## src/rtl/cas_player.sv

```systemverilog
// ----------------------------------------------------------------------------
// cas_player
//   Cassette playback transmitter. Streams a .CAS image held in byte-addressed
//   storage as MSX FSK audio for the PSG port-A bit-7 tape input. CAS header
//   signatures are replaced by a silent gap plus a long or short 2400 Hz pilot;
//   every other byte is sent framed (start 0, d0..d7 LSB first, two stop 1s).
//   Playback timing advances only on ce_i and is frozen while motor_i=0.
//
// Ports
//   clk_i, reset_n_i     clock, asynchronous active-low reset
//   ce_i                 3.58 MHz clock enable; all wave/gap timing counts on it
//   play_i, stop_i       1-clk pulses: restart from offset 0 / abort to IDLE
//   motor_i              cassette motor; 0 freezes playback and silences audio
//   tape_size_i [24:0]   image length in bytes, sampled on play_i
//   rd_req_o, rd_addr_o  byte read request / offset
//   rd_ack_i, rd_data_i  read acknowledge pulse with data valid the same cycle
//   audio_o              FSK tape signal
//   busy_o, done_o       not IDLE/DONE, end of image reached
//
// Read handshake: rd_req_o rises with rd_addr_o already valid and both stay
//   stable until a cycle with rd_ack_i=1; that cycle transfers rd_data_i and
//   rd_req_o is low from the next cycle. One read is outstanding at a time and
//   rd_ack_i is ignored while rd_req_o=0.
//
// The FSM state is held in state_q (type state_t) so checkers can observe it.
// ----------------------------------------------------------------------------
module cas_player #(
   parameter int HALF_0        = 1491,
   parameter int HALF_1        = 746,
   parameter int LONG_HDR_CYC  = 4000,
   parameter int SHORT_HDR_CYC = 1000,
   parameter int GAP_TICKS     = 1789772
) (
   input  logic        clk_i,
   input  logic        reset_n_i,
   input  logic        ce_i,
   input  logic        play_i,
   input  logic        stop_i,
   input  logic        motor_i,
   input  logic [24:0] tape_size_i,
   output logic        rd_req_o,
   output logic [24:0] rd_addr_o,
   input  logic        rd_ack_i,
   input  logic [7:0]  rd_data_i,
   output logic        audio_o,
   output logic        busy_o,
   output logic        done_o
);

   typedef enum logic [2:0] {
      S_IDLE, S_FETCH, S_CHECK, S_GAP, S_LOOK, S_TONE, S_SEND, S_DONE
   } state_t;

   localparam logic [10:0] H0_LAST    = 11'(HALF_0 - 1);
   localparam logic [10:0] H1_LAST    = 11'(HALF_1 - 1);
   localparam logic [12:0] LONG_LAST  = 13'(LONG_HDR_CYC - 1);
   localparam logic [12:0] SHORT_LAST = 13'(SHORT_HDR_CYC - 1);
   localparam logic [20:0] GAP_LAST   = 21'(GAP_TICKS - 1);
   // 1F A6 DE BA CC 13 7D 74 with the first byte in window slot 0
   localparam logic [63:0] CAS_SIG    = 64'h747D_13CC_BADE_A61F;

   state_t          state_q;
   logic [24:0]     ptr_q;
   logic [24:0]     size_q;
   logic [7:0][7:0] buf_q;
   logic [3:0]      n_q;         // bytes valid in the window
   logic [3:0]      fcnt_q;      // bytes fetched so far into the window
   logic [2:0]      idx_q;       // window byte being sent
   logic [3:0]      bit_idx_q;   // 0 start, 1..8 data, 9..10 stop
   logic [1:0]      phase_q;     // half-cycle within the current bit/pilot cycle
   logic [10:0]     half_cnt_q;
   logic [12:0]     pilot_cnt_q;
   logic [20:0]     gap_cnt_q;
   logic            long_q;

   logic [24:0] rem;
   logic [3:0]  n_fetch;
   logic [7:0]  cur_byte;
   logic [2:0]  dsel;
   logic        bit_val;
   logic [10:0] half_last;
   logic [1:0]  phase_last;
   logic [12:0] pilot_last;
   logic        half_end;
   logic        unit_end;
   logic [24:0] ptr_after_send;
   logic        long_byte;

   assign rem            = size_q - ptr_q;
   assign n_fetch        = (rem >= 25'd8) ? 4'd8 : rem[3:0];
   assign cur_byte       = buf_q[idx_q];
   assign dsel           = 3'(bit_idx_q - 4'd1);
   assign ptr_after_send = ptr_q + {21'd0, n_q};
   assign long_byte      = (rd_data_i == 8'hD0) || (rd_data_i == 8'hD3) || (rd_data_i == 8'hEA);

   always_comb begin
      bit_val = 1'b1;
      if (bit_idx_q == 4'd0)
         bit_val = 1'b0;
      else if (bit_idx_q <= 4'd8)
         bit_val = cur_byte[dsel];
   end

   // A "0" bit is one long cycle (2 halves of HALF_0); a "1" bit and a pilot
   // cycle use HALF_1 halves, four per "1" bit and two per pilot cycle.
   assign half_last  = (state_q == S_SEND && !bit_val) ? H0_LAST : H1_LAST;
   assign phase_last = (state_q == S_SEND && bit_val) ? 2'd3 : 2'd1;
   assign pilot_last = long_q ? LONG_LAST : SHORT_LAST;
   assign half_end   = (half_cnt_q == half_last);
   assign unit_end   = half_end && (phase_q == phase_last);

   assign busy_o = (state_q != S_IDLE) && (state_q != S_DONE);
   assign done_o = (state_q == S_DONE);

   always_ff @(posedge clk_i or negedge reset_n_i) begin
      if (!reset_n_i) begin
         state_q     <= S_IDLE;
         ptr_q       <= '0;
         size_q      <= '0;
         buf_q       <= '0;
         n_q         <= '0;
         fcnt_q      <= '0;
         idx_q       <= '0;
         bit_idx_q   <= '0;
         phase_q     <= '0;
         half_cnt_q  <= '0;
         pilot_cnt_q <= '0;
         gap_cnt_q   <= '0;
         long_q      <= 1'b0;
         rd_req_o    <= 1'b0;
         rd_addr_o   <= '0;
         audio_o     <= 1'b0;
      end else if (stop_i || play_i) begin
         // stop_i has priority; play_i restarts from offset 0 in any state
         state_q     <= stop_i ? S_IDLE :
                        (tape_size_i == 25'd0) ? S_DONE : S_FETCH;
         ptr_q       <= '0;
         if (!stop_i)
            size_q   <= tape_size_i;
         fcnt_q      <= '0;
         idx_q       <= '0;
         bit_idx_q   <= '0;
         phase_q     <= '0;
         half_cnt_q  <= '0;
         pilot_cnt_q <= '0;
         gap_cnt_q   <= '0;
         rd_req_o    <= 1'b0;
         audio_o     <= 1'b0;
      end else begin
         case (state_q)
            S_IDLE, S_DONE: audio_o <= 1'b0;

            S_FETCH: begin
               audio_o <= 1'b0;
               if (!rd_req_o) begin
                  if (fcnt_q == n_fetch) begin
                     n_q     <= n_fetch;
                     state_q <= S_CHECK;
                  end else begin
                     rd_req_o  <= 1'b1;
                     rd_addr_o <= ptr_q + {21'd0, fcnt_q};
                  end
               end else if (rd_ack_i) begin
                  buf_q[fcnt_q[2:0]] <= rd_data_i;
                  fcnt_q             <= fcnt_q + 4'd1;
                  rd_req_o           <= 1'b0;
               end
            end

            S_CHECK: begin
               audio_o <= 1'b0;
               if (n_q == 4'd8 && buf_q == CAS_SIG) begin
                  ptr_q     <= ptr_q + 25'd8;
                  gap_cnt_q <= '0;
                  state_q   <= S_GAP;
               end else begin
                  idx_q      <= '0;
                  bit_idx_q  <= '0;
                  phase_q    <= '0;
                  half_cnt_q <= '0;
                  state_q    <= S_SEND;
               end
            end

            S_GAP: begin
               if (ce_i) begin
                  audio_o <= 1'b0;
                  if (motor_i) begin
                     if (gap_cnt_q == GAP_LAST) begin
                        gap_cnt_q <= '0;
                        state_q   <= S_LOOK;
                     end else begin
                        gap_cnt_q <= gap_cnt_q + 21'd1;
                     end
                  end
               end
            end

            // Peek at the byte after the header to pick the pilot length;
            // the byte is not consumed, the next FETCH reads it again.
            S_LOOK: begin
               audio_o <= 1'b0;
               if (ptr_q >= size_q) begin
                  long_q  <= 1'b0;
                  state_q <= S_TONE;
               end else if (!rd_req_o) begin
                  rd_req_o  <= 1'b1;
                  rd_addr_o <= ptr_q;
               end else if (rd_ack_i) begin
                  rd_req_o <= 1'b0;
                  long_q   <= long_byte;
                  state_q  <= S_TONE;
               end
            end

            S_TONE, S_SEND: begin
               if (ce_i) begin
                  if (!motor_i) begin
                     audio_o <= 1'b0;
                  end else begin
                     // even halves are high: every wave cycle starts high
                     audio_o <= ~phase_q[0];
                     if (!half_end) begin
                        half_cnt_q <= half_cnt_q + 11'd1;
                     end else begin
                        half_cnt_q <= '0;
                        if (!unit_end) begin
                           phase_q <= phase_q + 2'd1;
                        end else begin
                           phase_q <= '0;
                           if (state_q == S_TONE) begin
                              if (pilot_cnt_q == pilot_last) begin
                                 pilot_cnt_q <= '0;
                                 fcnt_q      <= '0;
                                 state_q     <= (ptr_q >= size_q) ? S_DONE : S_FETCH;
                              end else begin
                                 pilot_cnt_q <= pilot_cnt_q + 13'd1;
                              end
                           end else if (bit_idx_q != 4'd10) begin
                              bit_idx_q <= bit_idx_q + 4'd1;
                           end else begin
                              bit_idx_q <= '0;
                              if ({1'b0, idx_q} != n_q - 4'd1) begin
                                 idx_q <= idx_q + 3'd1;
                              end else begin
                                 idx_q   <= '0;
                                 ptr_q   <= ptr_after_send;
                                 fcnt_q  <= '0;
                                 state_q <= (ptr_after_send >= size_q) ? S_DONE : S_FETCH;
                              end
                           end
                        end
                     end
                  end
               end
            end

            default: state_q <= S_IDLE;
         endcase
      end
   end

endmodule

```

## config.mk

```make
export PLATFORM = sky130hd
export DESIGN_NAME = cas_player
export DESIGN_NICKNAME = d
export VERILOG_FILES = /design/src/rtl/cas_player.sv
export SDC_FILE = /design/constraint.sdc
export NUM_CORES = 1
export LEC_CHECK = 0
export ABC_AREA = 1
export BUFFER_PORTS_ARGS = -buffer_cell sky130_fd_sc_hd__buf_2
export CORE_UTILIZATION = 50
export CTS_CLUSTER_DIAMETER = 50
export DETAILED_ROUTE_END_ITERATION = 10
export GPL_ROUTABILITY_DRIVEN = 0
export HOLD_SLACK_MARGIN = 0.12
export PLACE_DENSITY = 0.71
export SLEW_MARGIN = 20
export SYNTH_ARGS = -nofsm -noshare
export SYNTH_HDL_FRONTEND = slang
export SYNTH_SLANG_ARGS = --single-unit
```

## constraint.sdc

```tcl
create_clock -name clk_i -period 4.5 [get_ports clk_i]
set_input_delay 0.675 -clock clk_i [delete_from_list [all_inputs] [get_ports clk_i]]
set_output_delay 0.675 -clock clk_i [all_outputs]
set_load 0.1 [all_outputs]
```

; Word-level counts from Yosys, hierarchy flattened
; Cells that the tools add are included.
[totals]
output_inout_bits = 29
inputBits = 40
word_cells = 264
ff_bits = 207
[op_classes]
n_lt_le_gt_ge = 8
add_sub_neg = 13
n_reduce_logical = 46
n_bitwise = 4
n_mux = 124
n_eq_ne = 46
[op_table]
columns = op, n
row1 = 2-to-1 mux 25 bit, 13
row2 = 2-to-1 mux 21 bit, 5
row3 = 2-to-1 mux 13 bit, 8
row4 = case mux 25 bit (2 select lines), 2
row5 = 2-to-1 mux 3 bit, 31
row6 = 2-to-1 mux 4 bit, 20
row7 = 2-to-1 mux 11 bit, 6
row8 = bitwise mux 64 bit, 1
row9 = "== test 64 x 63 -> 1 bit, second input constant", 1
row10 = "inequality test 3 bit, second input constant", 18
row11 = adder 25 x 4 -> 25 bit, 2
row12 = greater-or-equal comparator 25 bit, 2
row13 = case mux 21 bit (2 select lines), 1
row14 = "adder 25 x 4 -> 25 bit, second input constant", 1
row15 = "greater-or-equal comparator 25 x 4 -> 1 bit, second input constant", 1
row16 = zero test 25 bit, 1
row17 = subtractor 25 bit, 1
row18 = binary-select mux 8 bit (select 3 bit), 1
row19 = demux 8 bit (select 3 bit), 1
row20 = "== test 8 bit, second input constant", 3
row21 = "inequality test 4 bit, second input constant", 6
row22 = case mux 11 bit (2 select lines), 1
row23 = "adder 21 x 1 -> 21 bit, second input constant", 1
row24 = "== test 21 bit, second input constant", 1
row25 = other kinds (51), 113

; Longest topological paths before layout
; Gate-level depths: netlist of run 1.
[logic_depth]
ltp_word = 17
mapped_depth = 27
mapped_depth_nobuf = 26

; Worst setup path before layout of run 1
; Ideal clock, no wire load.
[synth_path]
path_kind = register to register
startpoint = reg state_q[2]
endpoint = reg state_q[0]
stages_incl_launch_ff = 12
arrival_time_ns = 3.675
slack_ns = 0.760
path_buffers = 0
period_less_slack_ns = 3.740
setup_ns = 0.065
path_cell_list = dfrtp_1 inv_1 nor2_1 a21oi_1 o211a_1 nand2_1 nor3_1 nand2_1 nor2_1 nand2_1 nand2_1 nand2_1
[synth_between]
elab_chain_len = 8
[synth_lines]
columns = item, line
row1 = "start, declared", 62  ; state_t state_q;
row2 = "start signal, assigned", 135  ; state_q <= stop_i ? S_IDLE :
row3 = "start signal, assigned", 235  ; state_q <= (ptr_q >= size_q) ? S_DONE : S_FETCH;
row4 = "start signal, assigned", 249  ; state_q <= (ptr_after_send >= size_q) ? S_DONE : S_FETCH;
row5 = branches (longest 8 deep; another with AND reduction 15 bit), n/a
; Parallel ways; which one is timed is not known. The select of a mux whose other input is x is not followed.
; A chain may end at the register's enable or synchronous reset.

; Worst setup path in the final report of run 1
[layout_path]
startpoint = reg n_q[2]
endpoint = reg state_q[2]
[layout_between]
elab_chain_len = 12
[layout_lines]
columns = item, line
row1 = "start, declared", 66  ; logic [3:0] n_q;
row2 = "start signal, assigned", 157  ; n_q <= n_fetch;
row3 = adder 25 x 4 -> 25 bit, 93  ; assign ptr_after_send = ptr_q + {21'd0, n_q};
row4 = greater-or-equal comparator 25 bit, 249
row5 = 2-to-1 mux 3 bit, 249
row6 = 2-to-1 mux 3 bit, 243  ; if ({1'b0, idx_q} != n_q - 4'd1) begin
row7 = 2-to-1 mux 3 bit, 239  ; end else if (bit_idx_q != 4'd10) begin
row8 = 2-to-1 mux 3 bit, 231  ; if (state_q == S_TONE) begin
row9 = 2-to-1 mux 3 bit, 227  ; if (!unit_end) begin
row10 = 2-to-1 mux 3 bit, 223  ; if (!half_end) begin
row11 = 2-to-1 mux 3 bit, 218  ; if (!motor_i) begin
row12 = 2-to-1 mux 3 bit, 217  ; if (ce_i) begin
row13 = case mux 3 bit (5 select lines), 150  ; case (state_q)
row14 = 2-to-1 mux 3 bit, 133  ; end else if (stop_i || play_i) begin
; Parallel ways exist; a longest one is shown, timed or not. The select of a mux whose other input is x is not followed.

==> results of run 1 <==
routing by layer:
layer  share of wire  up-vias  global-route usage
met5               0        -                   0
met4           0.027        0              0.0859
met3           0.090      100              0.0545
met2            0.42      660               0.425
met1            0.46     6749               0.408
li1                -     7210                   -
cells in the mapped netlist (all sizes together) (13+ instances only):
library cell	n	share of area
buf	23	0.011
nand3	187	0.063
o21ai	143	0.049
nor4	17	0.0081
a21oi	63	0.021
nor2	183	0.049
ha	69	0.058
xor2	82	0.048
clkbuf	32	0.0080
dfrtp	207	0.35
xnor2	13	0.0076
nand2	675	0.17
inv	313	0.078
nand3b	15	0.0075
o22ai	16	0.0067
nand4	63	0.027
nor3	41	0.014
sequential cells by signal (all words and copies together), names as in the netlist, 4 cells and up:
register     flops
pilot_cnt_q     13
half_cnt_q      11
ptr_q           25
fcnt_q           4
buf_q           64
n_q              4
gap_cnt_q       21
rd_addr_o       25
bit_idx_q        4
size_q          25
per-stage QoR:
step / worst slack, ns / hold WS [ns] / instances / total power [W]
after CTS: 0.760 / 0.150 / 2667 / 0.00589
after global routing: 0.314 / 0.172 / 2667 / 0.00617
after global placement: 0.853 / 0.452 / 2611 / 0.00343
after floorplan: 0.760 / 0.379 / 2196 / 0.00308
after detailed placement: 0.769 / 0.455 / 2611 / 0.00345
final: 0.620 / 0.132 / 2667 / 0.00587
power groups by stage:
stage | combinational, W | sequential [W] | clock [W]
5_1_grt | 0.00158 | 0.00204 | 0.00255
2_1_floorplan | 0.000958 | 0.00213 | 0
6_report | 0.00142 | 0.00203 | 0.00243
3_5_place_dp | 0.00139 | 0.00206 | 0
3_3_place_gp | 0.00137 | 0.00206 | 0
4_1_cts | 0.00140 | 0.00203 | 0.00246
kinds of logic after synthesis:
group                    share of synthesized area
AO/OA/AOI/OAI                               0.0954
AND/OR/NAND/NOR                              0.344
flip-flops                                   0.345
XOR/XNOR                                    0.0554
buffers and inverters                       0.0985
adder cells (fa/ha/maj)                     0.0615
worst paths after layout:
check | end | slack [ns] | cells after the start | startpoint
worst max-delay path | state_q[2]$_DFFE_PN0P_ | 0.62 | 24 | n_q[2]$_DFFE_PN0P_
worst min-delay path | rd_addr_o[17]$_DFFE_PN0P_ | 0.13 | 1 | reset_n_i
worst max register to register | state_q[2]$_DFFE_PN0P_ | 0.62 | 24 | n_q[2]$_DFFE_PN0P_
worst min register to register | rd_addr_o[14]$_DFFE_PN0P_ | 0.46 | 2 | rd_addr_o[14]$_DFFE_PN0P_
max in group asynchronous | size_q[6]$_DFFE_PN0P_ | 3.39 | 2 | reset_n_i
min in group clk_i | size_q[17]$_DFFE_PN0P_ | 0.36 | 3 | tape_size_i[17]
final cells by class:
cell class                      count  area [µm²]  share of cell area
Clock buffer                       37         807              0.0483
Clock inverter                     19         236              0.0142
Inverter                          317        1190              0.0714
Multi-Input combinational cell   1617        8350               0.500
Sequential cell                   207        5180               0.310
Tap cell                          390         488              0.0292
Timing Repair Buffer               80         452              0.0270
==> flow_summary_export.csv, run 1 <==
group,metric,value,unit
status,status,"finished clean",
logic_synthesis,ys_seq_elements,207,
power,power_frac_seq,0.346,
clock_network,cts_num_sinks,207,
power,cellInternalPower,0.00379,W
logic_synthesis,ys_seq_area_frac,0.345,
die,ios,69,
global_route,grt_max_degree,93,
timing,rsz0062_at_grt,"false",
setup_path,worstPathRequired,5.02,ns
timing,min_period,3.88,ns
die,die_w,175,µm
logic_synthesis,synth_flop_cell,"dfrtp_1",
place,dp_hpwl,32000,µm
timing,finalHoldViolCount,0,
drt,antenna_left,0,
timing,worst_slew_pin_slew,0.891,ns
clock_network,postCtsHoldBufs,0,
cells_and_area,fin_nets,2365,
die,initial_core_util,0.508,
die,die_y,175,µm
global_route,grt_pass1_wl,70400,µm
clock_network,clk_path_buf_depth,3,
timing,finalCritPeriodShare,0.862,
die,dieArea,30700,µm²
cells_and_area,final_area,16700,µm²
global_route,gr-total-overflow,0,
clock_network,clk_pin_slew,0.06,ns
die,core_area,29600,µm²
die,num_rows,63,
place,io_buffers,68,
power,power.leakage,8.22,nW
drt,routed_wl,42900,µm
global_route,antenna_found_initial,0,
logic_synthesis,yosysWarnings,0,
setup_path,worstSetupStartpointType,"flip-flop",
timing,drv_slew,0,
logic_synthesis,netlist_area,15000,µm²
clock_network,post_cts.repair.setup_buffers,0,
clock_network,htree_levels,1,
logic_synthesis,synth_cell_types,54,
timing,max_freq,0.258,GHz
power,cellPowerDensity,352,nW/µm²
logic_synthesis,synth_nets,2308,
run,drv_cap,0,
drt,drc,0,
setup_path,arrival,4.40,ns
setup_path,cp_slowest_cell,"dfrtp_1",
power,combPwrFrac,0.241,
setup_path,cp_max_fo,5,
cells_and_area,fin_util,0.565,
timing,finClkSkew,0.0166,ns
cells_and_area,layout.cells.most_common,"nand2_1",
power,p_switching,0.00208,W
clock_network,insertion_delay,0.58,ns
drt,wl_per_cell,16.1,µm
setup_path,cp_num_buf_inv,2,
power,clkPwrFrac,0.413,
cells_and_area,area_growth,11.3,%
logic_synthesis,synth-edff-count,0,
cells_and_area,fill_cells,2816,
timing,relSlewSlack,0.401,
drt,viasPerCell,5.52,
setup_path,crit_type,"reg -> reg",
logic_synthesis,avgSynthCellArea,6.83,µm²
clock_network,root_buffer,"clkbuf_16",
global_route,grt_usage,0.282,
clock_network,cts_resized,0,
drt,dr.first_iter.drc_count,1595,
setup_path,cp_top_family,"simple AND/OR/NAND/NOR gates",
clock_network,tritoncts,"built",
timing,setup_viol,0,
global_route,first_global_vias,13766,
setup_path,crit_top_cell,"nand2_1",
power,vdd_drop_max,0.339,mV
logic_synthesis,async_reset_ff_frac,1.00,
hold_path,hp-class,"in -> async",
clock_network,cts_buffers,30,
logic_synthesis,netlist_instances,2196,
setup_path,cp-end-kind,"flip-flop",
power,swShare,0.355,
timing,setup-tns-final,0,ns
cells_and_area,mostFrequentLayoutCells,"nand2_1 (672), inv_1 (309), dfrtp_1 (207)",
setup_path,cpPeakStageDelay,0.43,ns
drt,vias,14719,
cells_and_area,drive_gt1_frac,0.0738,
place,place_area,15700,µm²
cells_and_area,num_antenna_cells,0,
setup_path,crit_chain,"ha_1 -> nand3_1 -> nand2_1 -> a21oi_1 -> nor2_1 -> nand2_1 -> nor2_1 -> inv_1 -> nor2_1 -> xor2_1 -> inv_1 -> ha_1 -> nand2_1 -> nor3_1 -> nand2_1 -> o311ai_0 -> a21oi_1 -> nand4_1 -> nand3_1 -> nand3_1 -> nand2_1 -> nand2_1 -> nand3_1 -> nand2_1",
drt,firstDrtPassIters,6,
(Power assumes the default switching activity.)
==> run 2, diff against run 1 <==
clock period = 4.6 ns   (was 4.5 ns; I/O delays follow)
==> flow_summary_export.csv, run 2 (synthesized netlist as in run 1, its figures left out) <==
group,metric,value,unit
setup_path,cpPeakStageDelay,0.51,ns
setup_path,crit_type,"reg -> reg",
power,power.leakage,8.22,nW
global_route,first_global_vias,13722,
drt,wl_per_cell,15.8,µm
clock_network,clk_pin_slew,0.06,ns
cells_and_area,layout.cells.most_common,"nand2_1",
clock_network,insertion_delay,0.57,ns
setup_path,worstReg2RegEnd,"rd_addr_o[16]$_DFFE_PN0P_",
setup_path,r2r_slack,0.76,ns
global_route,grt_max_degree,104,
hold_path,hp-class,"in -> async",
cells_and_area,largest_reg_flops,64,
setup_path,arrival,4.33,ns
setup_path,reg2regPathDepth,22,
timing,finClkSkew,0.0297,ns
place,dp_hpwl,32000,µm
global_route,grt_usage,0.279,
setup_path,worstSetupStartpointType,"flip-flop",
timing,min_period,3.84,ns
status,status,"finished clean",
clock_network,cts_resized,0,
global_route,gr-total-overflow,0,
timing,worst_slew_pin_slew,0.914,ns
cells_and_area,regMostFlops,"buf_q",
drt,viasPerCell,5.50,
setup_path,cp-end-kind,"flip-flop",
cells_and_area,fin_nets,2363,
timing,rsz0062_at_grt,"false",
place,place_worst_setup_slack,0.848,ns
setup_path,cp_max_fo,26,
timing,relSlewSlack,0.390,
run,drv_cap,0,
drt,drc,0,
cells_and_area,drive_gt1_frac,0.0739,
clock_network,tritoncts,"built",
place,place_area,15700,µm²
die,num_rows,63,
power,vdd_drop_max,0.305,mV
clock_network,root_buffer,"clkbuf_16",
global_route,antenna_found_initial,0,
global_route,grt_pass1_wl,69600,µm
cells_and_area,mostFrequentLayoutCells,"nand2_1 (672), inv_1 (309), dfrtp_1 (207)",
clock_network,cts_num_sinks,207,
drt,dr.first_iter.drc_count,1454,
drt,antenna_left,0,
clock_network,htree_levels,1,
die,core_area,29600,µm²
setup_path,crit_chain,"inv_1 -> ha_1 -> nand2_1 -> nor2_2 -> nand2_1 -> nand3_1 -> nand2_1 -> nand2_1 -> nand2_1 -> nand3_1 -> nand2_1 -> nor2_1 -> nand2_1 -> nor2_2 -> nand4_1 -> nand2_1 -> nand2_1 -> nor2_4 -> nand3_4 -> nand2_4 -> nand2_1 -> nand2_1",
clock_network,cts_buffers,28,
setup_path,r2r_start,"ptr_q[3]$_DFFE_PN0P_",
setup_path,cp_slowest_cell,"dfrtp_1",
power,cellPowerDensity,346,nW/µm²
drt,vias,14644,
die,dieArea,30700,µm²
timing,setup_ws,0.758,ns
timing,max_freq,0.260,GHz
die,die_w,175,µm
timing,setup_viol,0,
cells_and_area,area_growth,11.4,%
clock_network,postCtsHoldBufs,0,
drt,routed_wl,42200,µm
timing,setup-tns-final,0,ns
die,ios,69,
timing,finalCritPeriodShare,0.835,
die,initial_core_util,0.508,
place,io_buffers,68,
timing,hold_ws,0.206,ns
clock_network,clk_path_buf_depth,3,
setup_path,crit_top_cell,"nand2_1",
drt,firstDrtPassIters,8,
die,die_y,175,µm
cells_and_area,final_area,16700,µm²
timing,finalHoldViolCount,0,
clock_network,post_cts.repair.setup_buffers,0,
timing,drv_slew,0,
setup_path,worstPathRequired,5.09,ns
run 2: changes by cell type in the layout (fill, tap and decap cells not counted), moves of 2 or more:
cell / previous run / this run
bufinv_16: 3 / 6
clkbuf_16: 30 / 28
clkinvlp_4: 2 / 5
clkbuf_1: 4 / 0
clkinv_4: 4 / 1
run 2: worst max-delay path by stage:
stage,from,endpoint,slack (ns),cells after the start
after global routing,ptr_q[3]$_DFFE_PN0P_,rd_addr_o[23]$_DFFE_PN0P_,0.36,23
after detailed placement,ptr_q[3]$_DFFE_PN0P_,rd_addr_o[9]$_DFFE_PN0P_,0.85,22
after CTS,ptr_q[3]$_DFFE_PN0P_,rd_addr_o[16]$_DFFE_PN0P_,0.81,22
final,ptr_q[3]$_DFFE_PN0P_,rd_addr_o[16]$_DFFE_PN0P_,0.76,22
after global placement,ptr_q[19]$_DFFE_PN0P_,state_q[2]$_DFFE_PN0P_,0.98,17
after floorplan,state_q[2]$_DFFE_PN0P_,state_q[0]$_DFFE_PN0P_,0.86,11
run 2: cell type report:
| type | instances | area [µm²] |
|---|---|---|
| Antenna cell | 1 | 2.50 |
| Clock buffer | 31 | 742 |
| Clock inverter | 21 | 315 |
| Fill cell | 2836 | 12800 |
| Inverter | 317 | 1190 |
| Multi-Input combinational cell | 1617 | 8350 |
| Sequential cell | 207 | 5180 |
| Tap cell | 390 | 488 |
| Timing Repair Buffer | 80 | 452 |
run 2: power breakdown:
group          internal (W)  switching (W)  total, W
Clock               0.00152       0.000907   0.00243
Combinational      0.000368        0.00101   0.00138
Sequential          0.00190      0.0000891   0.00199
run 2: stage by stage:
| stage | power, W | util | instances |
|---|---|---|---|
| 6_report | 0.00579 | 0.566 | 2664 |
| 5_1_grt | 0.00607 | 0.566 | 2663 |
| 4_1_cts | 0.00581 | 0.566 | 2663 |
| 3_5_place_dp | 0.00337 | 0.530 | 2611 |
| 3_3_place_gp | 0.00335 | 0.530 | 2611 |
| 2_1_floorplan | 0.00302 | - | 2196 |
run 2: per-layer routing:
metal	global-route usage	wire (µm)	vias up
met2	0.428	18100	624
met1	0.402	19300	6717
met5	0	0	-
met3	0.0413	3480	85
li1	-	-	7218
met4	0.0899	1250	0
run 2: worst max-delay path: cells and delay by family, from the launching register on:
family	cells	cell delay [ns]
simple gates	20	2.63
fa+ha+maj	1	0.40
flops	1	0.51
buf+inv	1	0.21
==> run 3, diff against run 2 <==
PLACE_DENSITY = 0.74   (was 0.71)
clock period = 3.2 ns   (was 4.6 ns; I/O delays follow)
==> flow_summary_export.csv, run 3 (synthesized netlist as in run 1, its figures left out) <==
group,metric,value,unit
status,status,"finished, violations left",
status,violations,"negative setup slack",
global_route,grt_pass1_wl,73800,µm
setup_path,worstReg2RegEnd,"state_q[2]$_DFFE_PN0P_",
power,clkPwrFrac,0.420,
drt,firstDrtPassIters,6,
cells_and_area,layout.cells.most_common,"nand2_1",
die,ios,69,
cells_and_area,multi_input_area,8920,µm²
setup_path,cp-end-kind,"flip-flop",
setup_path,arrival,3.96,ns
die,die_y,175,µm
cells_and_area,seqCellArea,5190,µm²
place,io_buffers,68,
cells_and_area,fin_util,0.634,
drt,antenna_left,0,
timing,finClkSkew,0.0254,ns
cells_and_area,fill_cells,2504,
drt,dr.first_iter.drc_count,1617,
cells_and_area,num_antenna_cells,0,
clock_network,tritoncts,"built",
power,power_frac_seq,0.316,
setup_path,r2r_start,"ptr_q[7]$_DFFE_PN0P_",
die,core_area,29600,µm²
power,vdd_drop_max,0.422,mV
global_route,grt_usage,0.296,
die,die_w,175,µm
run,drv_cap,0,
cells_and_area,largest_reg_flops,64,
global_route,gr-total-overflow,0,
setup_path,cp_max_fo,4,
hold_path,hp-start,"tape_size_i[13]",
timing,max_freq,0.289,GHz
clock_network,insertion_delay,0.58,ns
hold_path,worstHoldPathCells,3,
drt,viasPerCell,5.59,
setup_path,cp_slowest_cell,"dfrtp_1",
clock_network,clk_pin_slew,0.06,ns
power,swShare,0.343,
die,num_rows,63,
global_route,first_global_vias,14600,
place,dp_hpwl,33100,µm
global_route,grt_max_degree,78,
timing,rsz0062_at_grt,"true",
timing,worst_slew_pin_slew,0.845,ns
setup_path,crit_top_cell,"nand2_1",
cells_and_area,regMostFlops,"buf_q",
setup_path,crit_chain,"buf_4 -> nand2_1 -> buf_4 -> nor2_1 -> nand3_1 -> nor3_1 -> buf_4 -> nand2_1 -> xor2_2 -> inv_2 -> ha_4 -> nand4_1 -> nor3_2 -> nand4_1 -> nand4_1 -> nand3_1 -> nand3_1 -> nand2_1 -> nand2_2 -> nand3_2 -> nand2_1",
setup_path,reg2regPathDepth,21,
drt,wl_per_cell,16.7,µm
cells_and_area,fin_nets,2519,
hold_path,min_to,"size_q[13]$_DFFE_PN0P_",
clock_network,cts_buffers,29,
setup_path,worstPathRequired,3.70,ns
setup_path,r2r_slack,-0.26,ns
clock_network,clk_path_buf_depth,3,
drt,routed_wl,47200,µm
timing,finalCritPeriodShare,1.08,
power,p_switching,0.00309,W
timing,finalHoldViolCount,0,
power,cellPowerDensity,482,nW/µm²
setup_path,worstSetupStartpointType,"flip-flop",
cells_and_area,drive_gt1_frac,0.175,
cells_and_area,final_area,18700,µm²
place,place_area,16600,µm²
cells_and_area,area_growth,24.9,%
timing,drv_slew,0,
global_route,antenna_found_initial,0,
place,place_worst_setup_slack,-0.369,ns
setup_path,cpPeakStageDelay,0.41,ns
timing,min_period,3.46,ns
die,initial_core_util,0.508,
timing,relSlewSlack,0.434,
drt,vias,15774,
setup_path,crit_type,"reg -> reg",
power,p_total,0.00903,W
power,cellInternalPower,0.00593,W
cells_and_area,mostFrequentLayoutCells,"nand2_1 (655), inv_1 (297), dfrtp_1 (201)",
drt,drc,0,
clock_network,cts_num_sinks,207,
power,power.leakage,9.10,nW
clock_network,htree_levels,1,
hold_path,hp-class,"in -> reg",
clock_network,root_buffer,"clkbuf_16",
power,combPwrFrac,0.265,
die,dieArea,30700,µm²
timing,setup_ws,-0.259,ns
timing,setup_viol,32,
[run 3: cell type report]
type,count,area share
Clock buffer,34,0.0424
Clock inverter,20,0.0186
Inverter,317,0.0649
Multi-Input combinational cell,1620,0.476
Sequential cell,207,0.277
Tap cell,390,0.0260
Timing Repair Buffer,231,0.0949
Timing Repair inverter,1,0.000467
[run 3: worst max-delay path by stage]
stage,from,endpoint,slack [ns],cells past startpoint
3_5_place_dp,ptr_q[0]$_DFFE_PN0P_,state_q[2]$_DFFE_PN0P_,-0.37,22
2_1_floorplan,ptr_q[0]$_DFFE_PN0P_,state_q[2]$_DFFE_PN0P_,0.05,22
3_3_place_gp,ptr_q[0]$_DFFE_PN0P_,state_q[2]$_DFFE_PN0P_,-0.28,22
5_1_grt,ptr_q[3]$_DFFE_PN0P_,rd_addr_o[8]$_DFFE_PN0P_,-0.45,22
4_1_cts,n_q[0]$_DFFE_PN0P_,state_q[2]$_DFFE_PN0P_,-0.20,22
6_report,ptr_q[7]$_DFFE_PN0P_,state_q[2]$_DFFE_PN0P_,-0.26,21
[run 3: metal layers]
metal / vias up / share of wire / GRT usage / wire length (µm)
met5: - / 0 / 0 / 0
met4: 0 / 0.028 / 0.0917 / 1320
met2: 749 / 0.46 / 0.473 / 21500
met1: 7395 / 0.43 / 0.412 / 20200
met3: 110 / 0.087 / 0.0455 / 4110
li1: 7520 / - / - / -
[run 3: power groups by stage]
| stage | Clock, W | Sequential [W] | Combinational [W] |
|---|---|---|---|
| 2_1_floorplan | 0 | 0.00299 | 0.00135 |
| 3_3_place_gp | 0 | 0.00287 | 0.00208 |
| 3_5_place_dp | 0 | 0.00288 | 0.00212 |
| 4_1_cts | 0.00381 | 0.00284 | 0.00220 |
| 5_1_grt | 0.00393 | 0.00286 | 0.00260 |
| 6_report | 0.00379 | 0.00285 | 0.00239 |
[run 3: repair_timing]
item / CTS / global route
resized for setup: 37 / 99
pin swaps: 22 / 58
buffers inserted: 9 / 18
hold buffers: 1 / 0
cloned: 4 / 4
hold endpoints to repair: 73 / 0
endpoints found under the setup margin: 33 / 92
[run 3: critical path: cells and delay by family, from the launching register on]
kind | cells | cell delay, ns
simple gates | 15 | 1.94
buf+inv | 4 | 0.58
flops | 1 | 0.41
fa+ha+maj | 1 | 0.27
xor+xnor | 1 | 0.20
[run 3: metrics by stage]
stage,hold slack (ns),TNS (ns),std cells
after CTS,0.181,-3.09,2798
after floorplan,0.184,0,2196
after global routing,0.198,-12.31,2820
after detailed placement,0.455,-4.85,2730
after global placement,0.452,-2.21,2730
final,0.188,-6.35,2820
